File: src/rtl/wishbone_spi_initiator.sv
`default_nettype none
// wishbone_spi_initiator: Wishbone classic slave carrying each access as one SPI mode-0 frame to a remote target.
// Optional poll timeout with err_o is enabled by defining WISHBONE_SPI_INITIATOR_TIMEOUT_EN.
module wishbone_spi_initiator #(
   parameter int CLK_DIV    = 8,
   parameter int GAP_CYCLES = 16,
   parameter int MAX_POLL   = 64
) (
   input  logic        clk_i,
   input  logic        rst_ni,
   input  logic        cyc_i,
   input  logic        stb_i,
   input  logic        we_i,
   input  logic [22:0] adr_i,
   input  logic [7:0]  dat_i,
   output logic [7:0]  dat_o,
   output logic        ack_o,
   output logic        err_o,
   output logic        spi_sck,
   output logic        spi_ss_n,
   output logic        spi_mosi,
   input  logic        spi_miso
);
   localparam int POLL_W = $clog2(MAX_POLL + 1);
   localparam int GAP_W  = $clog2(GAP_CYCLES + 1);
   localparam logic [7:0]       DIV_LAST = 8'(CLK_DIV - 1);
   localparam logic [GAP_W-1:0] GAP_LAST = GAP_W'(GAP_CYCLES - 1);

   typedef enum logic [2:0] {IDLE, CMD, POLL, DATA, DONE, GAP} state_t;

   state_t            state_q, state_d;
   logic [31:0]       sr_q, sr_d;
   logic [7:0]        rx_q, rx_d;
   logic [7:0]        dat_q, dat_d;
   logic [7:0]        div_q, div_d;
   logic [5:0]        bit_q, bit_d;
   logic [POLL_W-1:0] poll_q, poll_d;
   logic [GAP_W-1:0]  gap_q, gap_d;
   logic              sck_q, sck_d;
   logic              ss_n_q, ss_n_d;
   logic              mosi_q, mosi_d;
   logic              ack_q, ack_d;
   logic              miso_meta_q, miso_sync_q;
   logic              active;
   logic              high_end;

   // Last clk cycle of an SCK high phase: MISO sample point and MOSI advance point.
   assign active   = (state_q == CMD) || (state_q == POLL) || (state_q == DATA);
   assign high_end = sck_q && (div_q == DIV_LAST);

`ifdef WISHBONE_SPI_INITIATOR_TIMEOUT_EN
   logic err_q, err_d;
   assign err_o = err_q;
`else
   assign err_o = 1'b0;
`endif

   always_comb begin
      state_d = state_q;
      sr_d    = sr_q;
      rx_d    = rx_q;
      dat_d   = dat_q;
      div_d   = div_q;
      bit_d   = bit_q;
      poll_d  = poll_q;
      gap_d   = gap_q;
      sck_d   = sck_q;
      ss_n_d  = ss_n_q;
      mosi_d  = mosi_q;
      ack_d   = 1'b0;
`ifdef WISHBONE_SPI_INITIATOR_TIMEOUT_EN
      err_d   = 1'b0;
`endif
      if (active) begin
         if (div_q == DIV_LAST) begin
            div_d = '0;
            sck_d = ~sck_q;
         end else begin
            div_d = div_q + 8'd1;
         end
      end
      case (state_q)
         IDLE: begin
            if (cyc_i && stb_i) begin
               sr_d    = {we_i, adr_i, dat_i};
               mosi_d  = we_i;
               ss_n_d  = 1'b0;
               sck_d   = 1'b0;
               div_d   = '0;
               bit_d   = '0;
               poll_d  = '0;
               state_d = CMD;
            end
         end
         CMD: begin
            if (high_end) begin
               sr_d   = {sr_q[30:0], 1'b0};
               mosi_d = sr_q[30];
               bit_d  = bit_q + 6'd1;
               if (bit_q == 6'd31) begin
                  mosi_d  = 1'b0;
                  bit_d   = '0;
                  state_d = POLL;
               end
            end
         end
         POLL: begin
            if (high_end) begin
               if (miso_sync_q) begin
                  state_d = DATA;
               end else begin
`ifdef WISHBONE_SPI_INITIATOR_TIMEOUT_EN
                  poll_d = poll_q + 1'b1;
                  if (poll_q == POLL_W'(MAX_POLL - 1)) begin
                     err_d   = 1'b1;
                     ss_n_d  = 1'b1;
                     sck_d   = 1'b0;
                     div_d   = '0;
                     gap_d   = '0;
                     state_d = GAP;
                  end
`else
                  if (poll_q != '1) poll_d = poll_q + 1'b1;
`endif
               end
            end
         end
         DATA: begin
            if (high_end) begin
               rx_d  = {rx_q[6:0], miso_sync_q};
               bit_d = bit_q + 6'd1;
               if (bit_q == 6'd7) begin
                  bit_d   = '0;
                  state_d = DONE;
               end
            end
         end
         DONE: begin
            dat_d   = rx_q;
            ack_d   = 1'b1;
            sck_d   = 1'b0;
            ss_n_d  = 1'b1;
            div_d   = '0;
            gap_d   = '0;
            state_d = GAP;
         end
         GAP: begin
            sck_d  = 1'b0;
            ss_n_d = 1'b1;
            if (gap_q == GAP_LAST) begin
               gap_d   = '0;
               state_d = IDLE;
            end else begin
               gap_d = gap_q + 1'b1;
            end
         end
         default: state_d = IDLE;
      endcase
      // A dropped cycle abandons the frame silently; the target resets on ss_n high.
      if (active && !cyc_i) begin
         ss_n_d  = 1'b1;
         sck_d   = 1'b0;
         mosi_d  = 1'b0;
         div_d   = '0;
         bit_d   = '0;
         gap_d   = '0;
`ifdef WISHBONE_SPI_INITIATOR_TIMEOUT_EN
         err_d   = 1'b0;
`endif
         state_d = GAP;
      end
   end

   always_ff @(posedge clk_i or negedge rst_ni) begin
      if (!rst_ni) begin
         state_q     <= IDLE;
         sr_q        <= '0;
         rx_q        <= '0;
         dat_q       <= '0;
         div_q       <= '0;
         bit_q       <= '0;
         poll_q      <= '0;
         gap_q       <= '0;
         sck_q       <= 1'b0;
         ss_n_q      <= 1'b1;
         mosi_q      <= 1'b0;
         ack_q       <= 1'b0;
         miso_meta_q <= 1'b0;
         miso_sync_q <= 1'b0;
      end else begin
         state_q     <= state_d;
         sr_q        <= sr_d;
         rx_q        <= rx_d;
         dat_q       <= dat_d;
         div_q       <= div_d;
         bit_q       <= bit_d;
         poll_q      <= poll_d;
         gap_q       <= gap_d;
         sck_q       <= sck_d;
         ss_n_q      <= ss_n_d;
         mosi_q      <= mosi_d;
         ack_q       <= ack_d;
         miso_meta_q <= spi_miso;
         miso_sync_q <= miso_meta_q;
      end
   end

`ifdef WISHBONE_SPI_INITIATOR_TIMEOUT_EN
   always_ff @(posedge clk_i or negedge rst_ni) begin
      if (!rst_ni) err_q <= 1'b0;
      else         err_q <= err_d;
   end
`endif

   assign dat_o    = dat_q;
   assign ack_o    = ack_q;
   assign spi_sck  = sck_q;
   assign spi_ss_n = ss_n_q;
   assign spi_mosi = mosi_q;
endmodule
`default_nettype wire

File: config.mk
export PLATFORM = sky130hd
export DESIGN_NAME = wishbone_spi_initiator
export DESIGN_NICKNAME = d
export VERILOG_FILES = /design/src/rtl/wishbone_spi_initiator.sv
export SDC_FILE = /design/constraint.sdc
export NUM_CORES = 1
export LEC_CHECK = 0
export BUFFER_PORTS_ARGS = -buffer_cell sky130_fd_sc_hd__buf_2
export CAP_MARGIN = 20
export CORE_MARGIN = 1
export CORE_UTILIZATION = 45
export DETAILED_ROUTE_END_ITERATION = 16
export GPL_ROUTABILITY_DRIVEN = 1
export PLACE_DENSITY = 0.73
export SKIP_CTS_REPAIR_TIMING = 1
export SYNTH_ARGS = -nofsm -noshare
export SYNTH_HDL_FRONTEND = slang
export SYNTH_SLANG_ARGS = --single-unit
File: constraint.sdc
create_clock -name clk_i -period 2.75 [get_ports clk_i]
set_input_delay 0 -clock clk_i [delete_from_list [all_inputs] [get_ports clk_i]]
set_output_delay 0 -clock clk_i [all_outputs]
set_load 0.1 [all_outputs]
==> key figures, run 1 <==
Timing
  • Slew Limit Fails: 0
  • Max Freq: 443 MHz
  • Worst-margin pin slew: 839 ps
  • Setup WS post-layout: 492 ps
  • Clk_skew: 9.93 ps
  • Hold Vio Cnt, Final: 3
  • Total negative setup slack: 0 ps
  • Final Critical Period: 2260 ps
  • Final Setup Violations: 0
  • Max-slew headroom: 44.1%
  • Period utilization: 82.1%
  • RSZ-0062 raised after global routing: false
  • WHS: -42.9 ps

Floorplanning
  • Cell row count: 32
  • Die ar.: 8360 um2
  • I/O Pins: 50
  • Effective utilization at floorplan: 46.6%
  • Core area: 7730 um2
  • Die span in x: 91.4 um
  • Die height: 91.4 um

Final layout
  • Share of post-route cells with drive strength above 1: 22.2%
  • FILL cells: 671
  • Layout Nets: 465
  • Antenna Cells: 0
  • FF/Latch Area: 1880 um2
  • Multi-input gate area: 1620 um2
  • Area growth syn-to-layout: 22.5%

Setup path
  • Crit Path Category: flop to flop
  • Largest fanout on the critical path: 10
  • Worst Path Arrival: 2490 ps
  • Crit. End Element: flop
  • WP data required: 2990 ps
  • Startpoint types: flop

Power and ir drop
  • Net Sw Power: 1.57 mW
  • Flop pwr share: 42.4%
  • P per Cell Area: 895 nW/um2
  • Logic pwr share: 39.0%
  • Cell Int Power: 2.38 mW
  • Switching Share: 39.8%
  • Clock Power Share: 18.6%
  • Leak: 2.01 nW
  • Peak supply drop: 0.550 mV

Job
  • Max-capacitance violation count: 0

Outcome
  • Violations in the final reports: hold timing
  • Status: finished with violations

Synthesis
  • Cells after synthesis: 348
  • Post-Syn Area: 3600 um2
  • Most frequent cells after synthesis: dfrtp_1 (74), nor2_1 (47), a21oi_1 (35)
  • Post-synth EDFFs: 0
  • Syn nets: 389
  • Ys Warns: 0
  • Syn_area_per_cell: 10.3 um2
  • Fraction of synthesized cell area taken by the top area cell type: 51.5%
  • Synth cell types: 48
  • Top FF cell, synth: dfrtp_1
  • Cell taking the most area after synthesis: dfrtp_1
  • Top cells by area, synth: dfrtp_1 (51%), mux2i_1 (8.3%), mux2_2 (5.3%), nor2_1 (4.9%), a21oi_1 (4.9%)
  • Count leader, synth: dfrtp_1
  • Seq cells post-synth: 75
  • Ys async rst share: 100%
  • Post-synthesis sequential area ratio: 52.2%

Detailed routing
  • WL/cell: 13.7 um
  • # DRC: 0
  • Via count: 2,772
  • DRT Wirelength: 7.24 mm
  • DR pass1 iterations: 4
  • Drt initial violations: 113
  • Vias per std cell: 5.23
  • Post-route ant nets: 0

Global route
  • Met2 GRT Util: 29.3%
  • Overflow after GRT: 0
  • Initial antenna violation count: 0
  • Largest net degree at the start of global routing: 62
  • GRT busiest layer: met2
  • Met3 Usage GRT: 5.03%
  • Global-route wire length before repair: 11.6 mm
  • Grt met1 use: 21.1%
  • All-layer global routing usage: 17.4%
  • Vias in the first global route: 2,652

Placement
  • Final Wtd Congestion: 0.828
  • Number of port buffers: 48
  • Pre-CTS WS: 511 ps
  • Post-DP HPWL: 4.64 mm

Clock network
  • Clock transition at the registers of the reported paths: 80 ps
  • H-tree Lvls: 3
  • CTS tree: built
  • Clock Tree Buf Depth: 2
  • Clock root cell: clkbuf_8
  • Worst skew pair latency: 350 ps
  • CTS Buf Count: 9
  • Clk sinks: 75

Worst hold path
  • Hold Path Class: primary input to flop
## per-layer routing
layer | share of wire [%] | vias to the layer above | wire length, um
li1 | - | 1370 | -
met1 | 47 | 1317 | 3380
met2 | 46 | 74 | 3340
met3 | 5.9 | 11 | 425
met4 | 1.4 | 0 | 98
met5 | 0 | - | 0
## power by group through the flow
stage	combinational [mW]	sequential [mW]	clock (mW)
after floorplan	1.18	1.69	0
after global placement	1.46	1.67	0
after detailed placement	1.51	1.69	0
after global routing	1.72	1.72	0.801
after CTS	1.51	1.67	0.765
final	1.54	1.67	0.734
## logic make-up (layout without fill, tap and decap cells)
group | Yosys count | in the layout | synth area share, %
AND/OR/NAND/NOR | 104 | 104 | 13.3
AO/OA/AOI/OAI | 84 | 84 | 14.5
flip-flops | 75 | 75 | 52.2
multiplexers | 47 | 47 | 13.7
buffers and inverters | 26 | 106 | 3.20
XOR/XNOR | 7 | 7 | 1.70
adder cells (fa/ha/maj) | 4 | 4 | 1.39
other | 1 | 1 | 0.104
## flip-flops by register name, summed over array words and instances, names as in the netlist
register	flops
rx_q	8
miso_meta_q	1
div_q	8
bit_q	6
state_q	3
miso_sync_q	1
dat_o	8
gap_q	5
ack_o	1
spi_mosi	1
sr_q	31
spi_sck	1
spi_ss_n	1
## layout by cell type, fill, tap and decap left out, types with 11 or more instances in the layout
| cell type | count |
|---|---|
| dfrtp_1 | 74 |
| mux2_2 | 17 |
| o21ai_0 | 23 |
| dlygate4sd3_1 | 30 |
| nor2_1 | 47 |
| mux2i_1 | 30 |
| nand2_1 | 19 |
| buf_2 | 48 |
| nand3_1 | 11 |
| a21oi_1 | 35 |
## path summary, 6_finish.rpt
path                             start           to  slack, ps  depth (start not counted)
max                           div_q[0]     bit_q[4]        490                         10
min                           adr_i[5]     sr_q[13]        -40                          3
max reg2reg                   div_q[0]     bit_q[4]        490                         10
min reg2reg                miso_meta_q  miso_sync_q        360                          0
max in group asynchronous       rst_ni      rx_q[1]       1640                          3
min in group asynchronous       rst_ni     bit_q[2]        290                          2
## per-stage QoR
| stage | instances | util, % | power (mW) | hold slack (ps) | cell area (um2) |
|---|---|---|---|---|---|
| after floorplan | 348 | - | 2.87 | -296 | 3600 |
| after global placement | 485 | 51.0 | 3.13 | 109 | 3940 |
| after detailed placement | 485 | 51.0 | 3.19 | 110 | 3940 |
| after CTS | 500 | 53.2 | 3.94 | -261 | 4110 |
| after global routing | 530 | 57.1 | 4.23 | 8.29 | 4410 |
| final | 530 | 57.1 | 3.95 | -42.9 | 4410 |
## worst max-delay path, cell delays in order, from the launching register on
cell,delay (ps)
dfrtp_1,390
ha_1,180
nand2_1,70
nor3_1,140
nand2_1,110
inv_1,70
ha_1,210
o21ai_0,100
a21o_1,310
or2_2,340
o31ai_1,240
## area by class of cell
cell class                      count  area share [%]
Clock inverter                      6           0.965
Timing Repair Buffer               83            13.4
Sequential cell                    75            42.6
Clock buffer                        9            2.81
Multi-Input combinational cell    247            36.7
Tap cell                          102            2.89
Inverter                            8           0.681
No activity file was read; power rests on OpenSTA's default activity.
==> inputs of run 2 (changes only) <==
clock period = 2.2 ns   (was 2.75 ns; I/O delays follow)
==> run 2 against run 1 <==
Compared with the run above:
- the run still ends with hold timing left
- critical path depth up 3
- power increased by 38%
- clock skew grew 2.9 ps
- count of clock-buffer cells in the layout is 1 higher
- non-clock buffer count up 13
- core utilization grew 4.0 points
- global-route usage decreased by 0.064 points
- sequential share of layout area down 2.8 points
- largest power group is now combinational logic
==> key figures, run 2 (same netlist as run 1, synthesis figures left out) <==
Outcome
  • Status: finished with violations
  • Violations in the final reports: hold timing

Global route
  • Grt met1 use: 22.9% (+1.8 points)
  • Met2 GRT Util: 27.1% (-2.2 points)
  • Largest net degree at the start of global routing: 62 (unchanged)
  • Overflow after GRT: 0 (unchanged)
  • Global-route wire length before repair: 11.6 mm (+0.18%)
  • Initial antenna violation count: 0 (unchanged)
  • GRT busiest layer: met2
  • Met3 Usage GRT: 4.94% (-0.084 points)
  • Vias in the first global route: 2,607 (-1.7%)
  • All-layer global routing usage: 17.4% (-0.064 points)

Timing
  • Final Setup Violations: 0 (unchanged)
  • Final Critical Period: 2180 ps (-82.9 ps)
  • Max Freq: 460 MHz (+3.8%)
  • Worst-margin pin slew: 588 ps (-251 ps)
  • Max-slew headroom: 60.8% (+17 points)
  • RSZ-0062 raised after global routing: true
  • Clk_skew: 12.9 ps (+2.94 ps)
  • WHS: -27.5 ps (+15.4 ps)
  • Hold Vio Cnt, Final: 4 (+1)
  • Slew Limit Fails: 0 (unchanged)
  • Period utilization: 98.9% (+17 points)

Worst hold path
  • Hold Path Class: primary input to flop

Detailed routing
  • DRT Wirelength: 8.03 mm (+11%)
  • Drt initial violations: 192 (+70%)
  • Post-route ant nets: 0 (unchanged)
  • DR pass1 iterations: 4 (unchanged)
  • WL/cell: 14.8 um (+8.1%)
  • Vias per std cell: 5.28 (+0.94%)
  • # DRC: 0 (unchanged)
  • Via count: 2,872 (+3.6%)

Power and ir drop
  • Leak: 2.12 nW (+5.6%)
  • P per Cell Area: 1150 nW/um2 (+29%)
  • Pwr Total: 5.45 mW (+38%)
  • Peak supply drop: 0.828 mV (+50%)

Clock network
  • CTS tree: built
  • Clock Tree Buf Depth: 2 (unchanged)
  • Clock root cell: clkbuf_8
  • CTS Buf Count: 9 (unchanged)
  • Worst skew pair latency: 350 ps (about the same)
  • Clk sinks: 75 (unchanged)
  • Clock transition at the registers of the reported paths: 80 ps (about the same)
  • H-tree Lvls: 3 (unchanged)

Final layout
  • Top reg by flops: sr_q
  • Layout Nets: 478 (+2.8%)
  • Commonest non-fill, non-tap cell in the layout: dfrtp_1
  • Largest register FFs: 31 (unchanged)
  • Area growth syn-to-layout: 31.1%
  • Antenna Cells: 0 (unchanged)
  • Fin util: 61.1% (+4.0 points)
  • Fin cells: 544 (+2.6%)
  • Share of post-route cells with drive strength above 1: 30.8% (+8.6 points)
  • FILL cells: 622 (-7.3%)
  • Commonest non-fill, non-tap cells in the layout: dfrtp_1 (73), buf_2 (48), nor2_1 (37)

Floorplanning
  • I/O Pins: 50 (unchanged)
  • Die height: 91.4 um (unchanged)
  • Effective utilization at floorplan: 46.6% (unchanged)
  • Cell row count: 32 (unchanged)
  • Die ar.: 8360 um2 (unchanged)
  • Die span in x: 91.4 um (unchanged)
  • Core area: 7730 um2 (unchanged)

Placement
  • Dpl cells: 492 (+1.4%)
  • Post-DP HPWL: 4.76 mm (+2.7%)
  • Final Wtd Congestion: 0.836 (+0.91%)
  • Number of port buffers: 48 (unchanged)

Setup path
  • Worst Path Arrival: 2460 ps (-30 ps)
  • WP data required: 2480 ps (-510 ps)
  • Startpoint types: flop
  • Largest fanout on the critical path: 8 (-2)
  • Crit. End Element: flop
  • Crit Path Category: flop to flop

Job
  • Max-capacitance violation count: 0 (unchanged)
-- run 2: cell types whose count changed in the layout (fill, tap and decap cells not counted), sizes merged --
cell	delta
clkbuf	+4
bufinv	+1
buf	+12
clkinv	-1
dlygate4sd3	-2
-- run 2: path summary, 6_finish.rpt --
path | from | endpoint | slack [ps] | cells after the start
hold reg to reg | miso_meta_q | miso_sync_q | 350 | 0
min in group asynchronous | rst_ni | bit_q[2] | 210 | 3
setup reg to reg | div_q[1] | sr_q[14] | 20 | 13
hold / removal | adr_i[9] | sr_q[17] | -30 | 3
max in group asynchronous | rst_ni | sr_q[23] | 1480 | 3
setup / recovery | div_q[1] | sr_q[14] | 20 | 13
-- run 2: layout make-up --
type | instances | area, um2 | share of cell area, %
Inverter | 8 | 30.0 | 0.636
Tap cell | 102 | 128 | 2.70
Multi-Input combinational cell | 247 | 1730 | 36.6
Timing Repair Buffer | 96 | 763 | 16.2
Clock inverter | 6 | 63.8 | 1.35
Sequential cell | 75 | 1880 | 39.8
Clock buffer | 10 | 128 | 2.70
-- run 2: power by group --
part	switching (mW)	total [mW]	internal (mW)
sequential	0.322	2.09	1.77
combinational	1.28	2.33	1.05
clock	0.506	1.03	0.524
total	2.11	5.45	3.34
-- run 2: layer usage --
layer  wire, um  part of all wire, %  vias up
met5          0                    0        -
met4         96                  1.2        0
met3        418                  5.2        8
met2       3920                   49       74
met1       3600                   45     1386
li1           -                    -     1404
-- run 2: through the flow --
| step | area [um2] | TNS [ps] | worst slack, ps |
|---|---|---|---|
| 2_1_floorplan | 3600 | 0 | 73.2 |
| 3_3_place_gp | 4010 | 0 | 113 |
| 3_5_place_dp | 4010 | -20.2 | -8.63 |
| 4_1_cts | 4200 | -176 | -22.7 |
| 5_1_grt | 4720 | -1610 | -95.8 |
| 6_report | 4720 | 0 | 24.7 |
-- run 2: critical path, stage by stage, from the launching register on --
cell and delay (ps):
dfrtp_1 360, ha_2 190, nand2_2 60, nor3_2 110, nand2_1 110, inv_2 80, ha_4 150, inv_2 50
mux2_4 280, nor3_4 180, buf_6 180, clkbuf_16 180, nor2_1 50, a21oi_1 130
